[src/rtl/op_amp_with_frac.sv]
// op_amp_with_frac: non-inverting stage whose fixed-point output converges on GAIN*non_inv each slow tick,
// published as an IEEE-754 single and alongside the divided sample clock.
module op_amp_with_frac #(
    parameter int CLK_DIV = 1000,
    parameter int GAIN    = 2,
    parameter int FRAC    = 16,
    parameter int SHIFT   = 2
) (
    input  logic        clk,
    input  logic        reset_n,
    input  logic [15:0] non_inv,
    output logic [31:0] square_out,
    output logic        clk_100k
);
    localparam int HALF = CLK_DIV / 2;
    localparam int CW   = $clog2(HALF);
    localparam int VW   = 24 + FRAC;
    localparam int PW   = $clog2(VW);

    logic [CW-1:0]   cnt_q, cnt_d;
    logic            clk_q, clk_d, wrap, tick;
    logic [VW-1:0]   v_q, v_d, tgt;
    logic signed [VW:0] diff, raw, step;
    logic [PW-1:0]   msb;
    logic [VW-2:0]   norm;
    logic            rnd;
    logic [31:0]     fl_q, fl_d;

    always_comb begin
        wrap  = cnt_q == CW'(HALF - 1);
        tick  = wrap && !clk_q;
        cnt_d = wrap ? '0 : cnt_q + 1'b1;
        clk_d = clk_q ^ wrap;
        tgt   = VW'(32'(non_inv) * 32'(GAIN)) << FRAC;
        diff  = $signed({1'b0, tgt}) - $signed({1'b0, v_q});
        raw   = diff >>> SHIFT;
        // a vanishing step is forced to one LSB so v lands exactly on the target
        step  = (raw == '0 && diff != '0) ? {{VW{diff[VW]}}, 1'b1} : raw;
        v_d   = tick ? VW'($signed({1'b0, v_q}) + step) : v_q;
        msb   = '0;
        for (int i = 0; i < VW; i++)
            if (v_q[i]) msb = PW'(i);
        norm  = (VW-1)'(v_q << (PW'(VW - 1) - msb));
        rnd   = norm[VW-25] & (norm[VW-24] | (|norm[VW-26:0]));
        // adding the round bit to the whole word lets a mantissa carry bump the exponent
        fl_d  = (v_q == '0) ? '0 : {1'b0, 8'(127 - FRAC + int'(msb)), norm[VW-2 -: 23]} + 32'(rnd);
    end

    always_ff @(posedge clk) begin
        if (reset_n) begin
            cnt_q <= '0;
            clk_q <= 1'b0;
            v_q   <= '0;
            fl_q  <= '0;
        end else begin
            cnt_q <= cnt_d;
            clk_q <= clk_d;
            v_q   <= v_d;
            fl_q  <= fl_d;
        end
    end

    assign square_out = fl_q;
    assign clk_100k   = clk_q;
endmodule

[config.mk]
export PLATFORM = sky130hd
export DESIGN_NAME = op_amp_with_frac
export DESIGN_NICKNAME = d
export VERILOG_FILES = /design/src/rtl/op_amp_with_frac.sv
export SDC_FILE = /design/constraint.sdc
export NUM_CORES = 1
export LEC_CHECK = 0
export BUFFER_PORTS_ARGS = -buffer_cell sky130_fd_sc_hd__buf_2
export CAP_MARGIN = 30
export CORE_UTILIZATION = 45
export DETAILED_ROUTE_END_ITERATION = 7
export PLACE_DENSITY = 0.58
export SKIP_LAST_GASP = 1
export SLEW_MARGIN = 20
export SYNTH_ARGS = -nofsm -noshare
export SYNTH_HDL_FRONTEND = slang
export SYNTH_SLANG_ARGS = --single-unit
[constraint.sdc]
create_clock -name clk -period 14.3 [get_ports clk]
set_clock_uncertainty 0.1 [all_clocks]
set_input_delay 2.145 -clock clk [delete_from_list [all_inputs] [get_ports clk]]
set_output_delay 2.145 -clock clk [all_outputs]
set_load 0.01 [all_outputs]
## Word-level counts from Yosys, hierarchy flattened

Index checks and enable logic that the tools add are counted.

| word-level totals | value |
|---|---|
| flip-flop bits (word level) | 82 |
| bits of input ports | 18 |
| output and inout bits | 33 |
| logic and storage cells | 64 |

| operators by class | value |
|---|---|
| add/sub/neg operators | 6 |
| bitwise gates (word level) | 3 |
| shifts and indexed selects | 1 |
| reduce and logical (&&, ||, !) cells | 9 |
| multiplexer cells | 40 |
| eq/ne operators | 1 |

Operators with widths:

| kind | number |
|---|---|
| two-way mux 6 bit | 36 |
| logical NOT 41 bit | 1 |
| nonzero test 41 bit | 1 |
| subtractor 33 x 40 -> 41 bit | 1 |
| adder 40 x 39 -> 40 bit | 1 |
| logical NOT 40 bit | 1 |
| << shifter 40 x 6 -> 39 bit | 1 |
| two-way mux 38 bit | 1 |
| adder 31 x 1 -> 32 bit | 1 |
| OR reduction 15 bit | 1 |
| adder 9 x 1 -> 9 bit (second input constant) | 1 |
| == test 9 bit (second input constant) | 1 |
| adder 7 x 6 -> 8 bit (first input constant) | 1 |
| subtractor 6 bit (first input constant) | 1 |
| two-way mux 2 bit | 2 |
| OR reduction 2 bit | 2 |
| logical AND 1 bit | 2 |
| AND 1 bit | 1 |
| logical NOT 1 bit | 1 |
| two-way mux 1 bit | 1 |
| bitwise OR 1 bit | 1 |
| XOR 1 bit | 1 |

## Depth between registers and ports, before layout

Gate-level depths: netlist of run 1.

| depth | value |
|---|---|
| depth after elaboration | 45 |
| mapped depth | 30 |
| depth with buffers taken out | 28 |

## Worst setup path after synthesis of run 1

OpenSTA, ideal clock, no wires.

| path | value |
|---|---|
| path kind | input to register |
| start | input port non_inv[0] |
| end | register v_q[36] |
| required time | 14.069 ns |
| library setup time | 0.131 ns |
| stages | 27 |
| setup slack | 6.975 ns |
| arrival | 7.094 ns |
| cells stage by stage | ha_1 -> a41o_1 -> a21oi_1 -> o21ai_0 -> a31oi_1 -> o21ai_0 -> a21o_1 -> xor2_1 -> nor2_1 -> nor4b_1 -> nand4bb_1 -> o31ai_1 -> ha_1 -> fa_1 -> a211o_1 -> a21boi_0 -> o21ai_0 -> o211ai_1 -> a31oi_1 -> a211oi_1 -> a211o_1 -> nand3b_1 -> a21oi_1 -> o21bai_1 -> a21oi_1 -> xor2_1 -> o22ai_1 |

| on the way | value |
|---|---|
| longest elaborated chain between the ends | 5 |

RTL lines:

| element | line | text |
|---|---|---|
| start: declaration | 11 | `input logic [15:0] non_inv,` |
| subtractor 33 x 40 -> 41 bit * | 35 | `diff = $signed({1'b0, tgt}) - $signed({1'b0, v_q});` |
| logical NOT 41 bit / nonzero test 41 bit (equally long branches) | 38 | `step = (raw == '0 && diff != '0) ? {{VW{diff[VW]}}, 1'b1} : raw;` |
| logical AND 1 bit | 38 |  |
| two-way mux 38 bit * | 38 |  |
| adder 40 x 39 -> 40 bit * | 39 | `v_d = tick ? VW'($signed({1'b0, v_q}) + step) : v_q;` |
| end signal: assignment | 58 | `v_q <= v_d;` |
| end: declaration | 22 | `logic [VW-1:0] v_q, v_d, tgt;` |

Mark *: on every way between the ends. The rest lies on a longest branch, timed or not.
A chain may end at the register's enable or synchronous reset.

## Final worst setup path of run 1

| path | value |
|---|---|
| start | input port non_inv[0] |
| end | register v_q[38] |

| on the way | value |
|---|---|
| longest elaborated chain between the ends | 5 |

RTL lines:

| element | line |
|---|---|
| subtractor 33 x 40 -> 41 bit * | 35 |
| logical NOT 41 bit / nonzero test 41 bit (equally long branches) | 38 |
| logical AND 1 bit | 38 |
| two-way mux 38 bit | 38 |
| adder 40 x 39 -> 40 bit * | 39 |

Marks and branches as above.

==> results of run 1 <==
==> cells in the mapped netlist (8+ instances only) <==
cell type  number  share of area
nor2_1        154          0.055
a21oi_1       116          0.056
nand2_1       100          0.036
dfxtp_1        82           0.16
o21ai_0        70          0.034
ha_1           63          0.076
xnor2_1        63          0.053
clkbuf_1       62          0.022
mux2i_1        55          0.053
nor3_1         51          0.024
inv_1          44          0.016
nand3_1        42          0.020
a211oi_1       35          0.025
xor2_1         25          0.021
buf_2          23          0.011
nor4_1         23          0.014
a21o_1         22          0.016
and3_1         20          0.012
o211ai_1       19          0.014
o21a_1         17          0.012
nand2b_1       16         0.0096
a311oi_1       15          0.013
a31oi_1        13         0.0078
nand4_1        13         0.0078
or2_2          13         0.0078
or4_1          12         0.0086
a221o_1        11          0.011
a221oi_1       11         0.0092
nor2b_1        11         0.0066
or3_1          10         0.0060
a211o_1         8         0.0067
and2_1          8         0.0048
buf_1           8         0.0029
mux2_2          8         0.0086
o221ai_1        8         0.0067
==> kinds of logic after synthesis <==
kind of cell / Yosys count
simple gates: 513
xor+xnor: 88
mux: 68
compound gates: 456
other cells: 1
flops: 82
buf+inv: 147
fa+ha+maj: 64
==> path summary, 6_finish.rpt <==
check / from / to / slack (ns) / depth (start not counted)
worst min register to register: cnt_q[0] / cnt_q[0] / 0.34 / 1
worst max register to register: v_q[0] / v_q[38] / 5.83 / 28
worst min-delay path: cnt_q[0] / cnt_q[0] / 0.34 / 1
worst max-delay path: non_inv[0] / v_q[38] / 5.60 / 26
==> flip-flops by register name (all words and copies together), names as in the netlist <==
signal      cells
v_q            40
square_out     32
cnt_q           9
clk_100k        1
==> metal layers <==
metal  vias to the layer above  part of all wire
met5                         -                 0
met4                         0             0.033
met3                        84             0.085
met2                       473              0.43
met1                      5248              0.46
li1                       5311                 -
==> metrics by stage <==
| stage | worst slack (ns) | hold slack (ns) | instances | utilization |
|---|---|---|---|---|
| after CTS | 5.71 | 0.347 | 1688 | 0.485 |
| after floorplan | 6.98 | 0.313 | 1419 | - |
| final | 5.60 | 0.342 | 1690 | 0.486 |
| after global routing | 5.08 | 0.365 | 1690 | 0.486 |
| after detailed placement | 5.37 | 0.336 | 1672 | 0.473 |
| after global placement | 5.58 | 0.327 | 1672 | 0.473 |
==> power groups by stage <==
stage	Combinational, mW	Clock (mW)	Sequential [mW]
after floorplan	0.0412	0	0.235
after global placement	0.0525	0	0.235
after detailed placement	0.0529	0	0.235
after CTS	0.0531	0.244	0.229
after global routing	0.0598	0.252	0.230
final	0.0535	0.239	0.229
==> placed cells by master (no fill, tap or decap), types with 44 or more instances in the layout <==
| cell type | instances |
|---|---|
| mux2i_1 | 55 |
| a21oi_1 | 116 |
| dfxtp_1 | 82 |
| o21ai_0 | 70 |
| ha_1 | 62 |
| xnor2_1 | 63 |
| nand2_1 | 99 |
| nor3_1 | 51 |
| nor2_1 | 154 |
| buf_2 | 50 |
| inv_1 | 44 |
==> final cells by class <==
cell class / instances / area (um2)
Clock buffer: 9 / 225
Clock inverter: 7 / 61.3
Fill cell: 2293 / 11700
Inverter: 46 / 173
Multi-Input combinational cell: 1190 / 8170
Sequential cell: 82 / 1640
Tap cell: 285 / 357
Timing Repair Buffer: 71 / 410
==> critical path: stages <==
cell and delay [ns]:
buf_2 0.10, ha_1 0.31, a41o_1 0.24, a21oi_1 0.26, o21ai_0 0.17, a31oi_1 0.45
xnor2_1 0.18, or4_1 0.58, nor4b_1 0.35, nand4bb_1 0.14, o31ai_1 0.55, ha_1 0.33
fa_1 0.25, a211o_1 0.20, a21boi_0 0.10, o21ai_0 0.54, o211ai_1 0.21, a31oi_1 0.34
a211oi_1 0.21, a211o_1 0.33, nand3b_1 0.10, a21oi_1 0.10, o21bai_1 0.24, nor3b_1 0.21
o21ai_0 0.10, a21oi_1 0.17
==> flow_summary.toml, run 1 <==
[routing]
wl_per_cell_um = 21.1
vias = 11100
first_iter_violations = 1134
ant_nets = 0
viasPerCell = 6.58
drc = 0
dr.pass1.iters = 6
routed_wl_mm = 35.6

[clock_tree]
clock_sinks = 82
insertion_delay_ns = 0.37
cts_max_level = 3
cts_buffers = 9
cts_setup_buffers = 0
cts-resized-gates = 0
clockBufferDepth = 2
cts_tree = "built"
hold_buffers = 0
root_buffer = "clkbuf_16"
cts.reportedPaths.clkPinSlew_ns = 0.08

[global_route]
grt_max_degree = 58
grt_pass1_wl_mm = 56.6
grt_remaining_overflow = 0
grt_usage = 0.299
grt_pass1_vias = 10100
antenna_found_initial = 0
use_met2 = 0.452
busiest_layer = "met2"
grtUsageMet1 = 0.414
gr-usage-met3 = 0.0586

[power_and_ir_drop]
swShare = 0.284
internal_power_mw = 0.374
switching_power_mw = 0.148
powerDensity_nw_per_um2 = 47.3
vdd_ir_drop_max_uv = 48.4
clkPwrFrac = 0.458
leakage_nw = 4.19
power_mw = 0.522
p_seq_frac = 0.440
p_comb_frac = 0.102

[timing]
max_slew_margin = 0.298
min_period_ns = 8.70
finalSetupTns_ns = 0
max_freq_ghz = 0.115
rsz0062_at_grt = "false"
min_period_over_period = 0.608
setup_violations = 0
finalHoldViolCount = 0
slew_violations = 0
worst_pin_slew_ns = 1.05

[run_status]
run_status = "completed"

[logic_synthesis]
synth_edf_count = 0
synth_top_family_by_area = "compound AO/OA/AOI/OAI gates"
synth-main-ff-cell = "dfxtp_1"
synthSimpleGateAreaFrac = 0.252
synth_compound_gate_area_share = 0.308
synth_cells = 1419
synthesis.area_um2 = 10400
synthArstFlopShare = 0
ys_seq_elements = 82
synth.area.mux_share = 0.0712
yosys.area_share.adder = 0.0776
synth_xor_area_frac = 0.0740
yosysWarnings = 0
synth_cell_types = 103
postSynthAreaPerCell_um2 = 7.34
syn_nets = 1501
synth_seq_area_share = 0.158

[die]
io_pins = 51
die_width_um = 154
row_count = 55
dieArea_um2 = 23800
fp.coreArea_um2 = 22700
chipHeight_um = 154
start_util = 0.459

[setup_path]
cp.arrival_ns = 8.89
path_max_fanout = 4
cp-end-kind = "flip-flop"
critical_path_required_ns = 14.50
criticalPathCategory = "in2reg"
cp-start-kind = "input pin"

[layout]
nets = 1482
final_area_um2 = 11000
syn_to_final_growth_pct = 5.88
drive_above_1_share = 0.110
antenna_cells = 0

[placement]
placed_area_um2 = 10700
place_congestion = 0.979
hpwl_mm = 26.3
portBuffers = 50

[run]
drv_cap = 0

[worst_hold_path]
hold_class = "reg2reg"
Note: power is estimated with default switching activity, not from simulation.
==> run 2, diff against run 1 <==
- PLACE_DENSITY: 0.58 -> 0.6
- clock period: 14.3 -> 7.7 ns (I/O delays scaled with it)
==> flow_summary.toml, run 2 (synthesized netlist as in run 1, its figures left out) <==
[timing]
setup_violations = 0
min_period_over_period = 0.923
finalHoldViolCount = 0
finalSetupTns_ns = 0
hold_ws_ns = 0.345
rsz0062_at_grt = "false"
worst_pin_slew_ns = 0.940
timing.final.ws_setup_ns = 0.592
min_period_ns = 7.11
max_freq_ghz = 0.141
max_slew_margin = 0.372
slew_violations = 0

[layout]
syn_to_final_growth_pct = 8.13
regMostFlops = "v_q"
largest_reg_flops = 40
final_common_cell = "nor2_1"
antenna_cells = 0
register_area_um2 = 1640
multi_input_area_um2 = 8190
fillers = 2310
nets = 1508
final_cell_mix = "nor2_1, a21oi_1, nand2_1"
drive_above_1_share = 0.128

[power_and_ir_drop]
internal_power_mw = 0.733
leakage_nw = 4.32
p_seq_frac = 0.425
vdd_ir_drop_max_uv = 82.6
powerDensity_nw_per_um2 = 89.0
clkPwrFrac = 0.475
switching_power_mw = 0.271
swShare = 0.270
p_comb_frac = 0.100

[clock_tree]
insertion_delay_ns = 0.37
cts_max_level = 3
root_buffer = "clkbuf_16"
hold_buffers = 0
cts_buffers = 9
clockBufferDepth = 2
cts_tree = "built"
clock_sinks = 82
cts.reportedPaths.clkPinSlew_ns = 0.07

[routing]
vias = 11200
drc = 0
first_iter_violations = 1101
ant_nets = 0
dr.pass1.iters = 5
routed_wl_mm = 35.4
viasPerCell = 6.52
wl_per_cell_um = 20.6

[setup_path]
slowest_stage = "or4_1"
cpPeakStageDelay_ns = 0.55
cp-end-kind = "flip-flop"
cp-start-kind = "flip-flop"
cp.arrival_ns = 7.30
path_max_fanout = 4
critical_path_required_ns = 7.89
criticalPathCategory = "reg2reg"

[die]
die_width_um = 154
io_pins = 51
dieArea_um2 = 23800
row_count = 55
chipHeight_um = 154
start_util = 0.459
fp.coreArea_um2 = 22700

[placement]
portBuffers = 50
place_congestion = 1.03
dp_slack_ns = 0.222
hpwl_mm = 26.5

[global_route]
grt_pass1_wl_mm = 56.5
grt_pass1_vias = 10300
grt_usage = 0.298
grt_remaining_overflow = 0
antenna_found_initial = 1
grt_max_degree = 57

[worst_hold_path]
hold_class = "reg2reg"

[run]
drv_cap = 0

[run_status]
run_status = "completed"
[run 2: changes by cell type in the layout (fill, tap and decap cells not counted), sizes merged]
cell / before / now
buf: 69 / 97
clkinvlp: 1 / 2
clkinv: 2 / 1
inv: 50 / 48
bufinv: 0 / 1
dlymetal6s2s: 1 / 0
[run 2: metrics by stage]
stage | instance area [um2] | instances | total power [mW] | utilization
4_1_cts | 11200 | 1713 | 1.02 | 0.494
2_1_floorplan | 10400 | 1419 | 0.513 | -
3_5_place_dp | 10900 | 1697 | 0.535 | 0.481
3_3_place_gp | 10900 | 1697 | 0.534 | 0.481
6_report | 11300 | 1716 | 1.00 | 0.496
5_1_grt | 11300 | 1716 | 1.04 | 0.496
[run 2: critical path, delay by kind of cell, from the launching register on]
| family | cells | cell delay, ns |
|---|---|---|
| adders and majority gates | 2 | 0.51 |
| DFF | 1 | 0.34 |
| xor gates and xnor gates | 1 | 0.11 |
| AOI/OAI and AO/OA | 12 | 2.18 |
| and+or+nand+nor | 13 | 3.65 |
| buffers and inverters | 1 | 0.17 |
[run 2: path summary, 6_finish.rpt]
| check | from | end | slack (ns) | cells past startpoint |
|---|---|---|---|---|
| worst max-delay path | v_q[3] | v_q[38] | 0.59 | 29 |
| worst min-delay path | cnt_q[0] | cnt_q[0] | 0.35 | 1 |
| worst max register to register | v_q[3] | v_q[38] | 0.59 | 29 |
| worst min register to register | cnt_q[0] | cnt_q[0] | 0.35 | 1 |
[run 2: area by class of cell]
class	instances	share of cell area
clock buffers	10	0.0212
inverters	46	0.0153
clock inverters	6	0.00633
flip-flops and latches	82	0.146
repair buffers	97	0.0533
well taps	285	0.0316
multi-input cells	1190	0.727
[run 2: metal layers]
metal	routed length [um]	vias to the layer above	global-route usage	share of wire
met5	0	-	0	0
met4	1010	0	0.113	0.029
met3	3050	69	0.0457	0.086
met2	15800	559	0.476	0.45
met1	15500	5211	0.403	0.44
li1	-	5356	-	-
[run 2: timing repair]
item / in CTS / in global routing
setup endpoints to repair: 0 / 6
setup buffers: 0 / 2
gates resized for setup: 0 / 3
[run 2: power by group through the flow]
stage	Sequential, mW	Combinational (mW)	Clock (mW)
global placement	0.436	0.0977	0
floorplan	0.436	0.0765	0
CTS	0.426	0.0993	0.491
detailed placement	0.436	0.0990	0
finish	0.426	0.100	0.477
global route	0.426	0.112	0.505
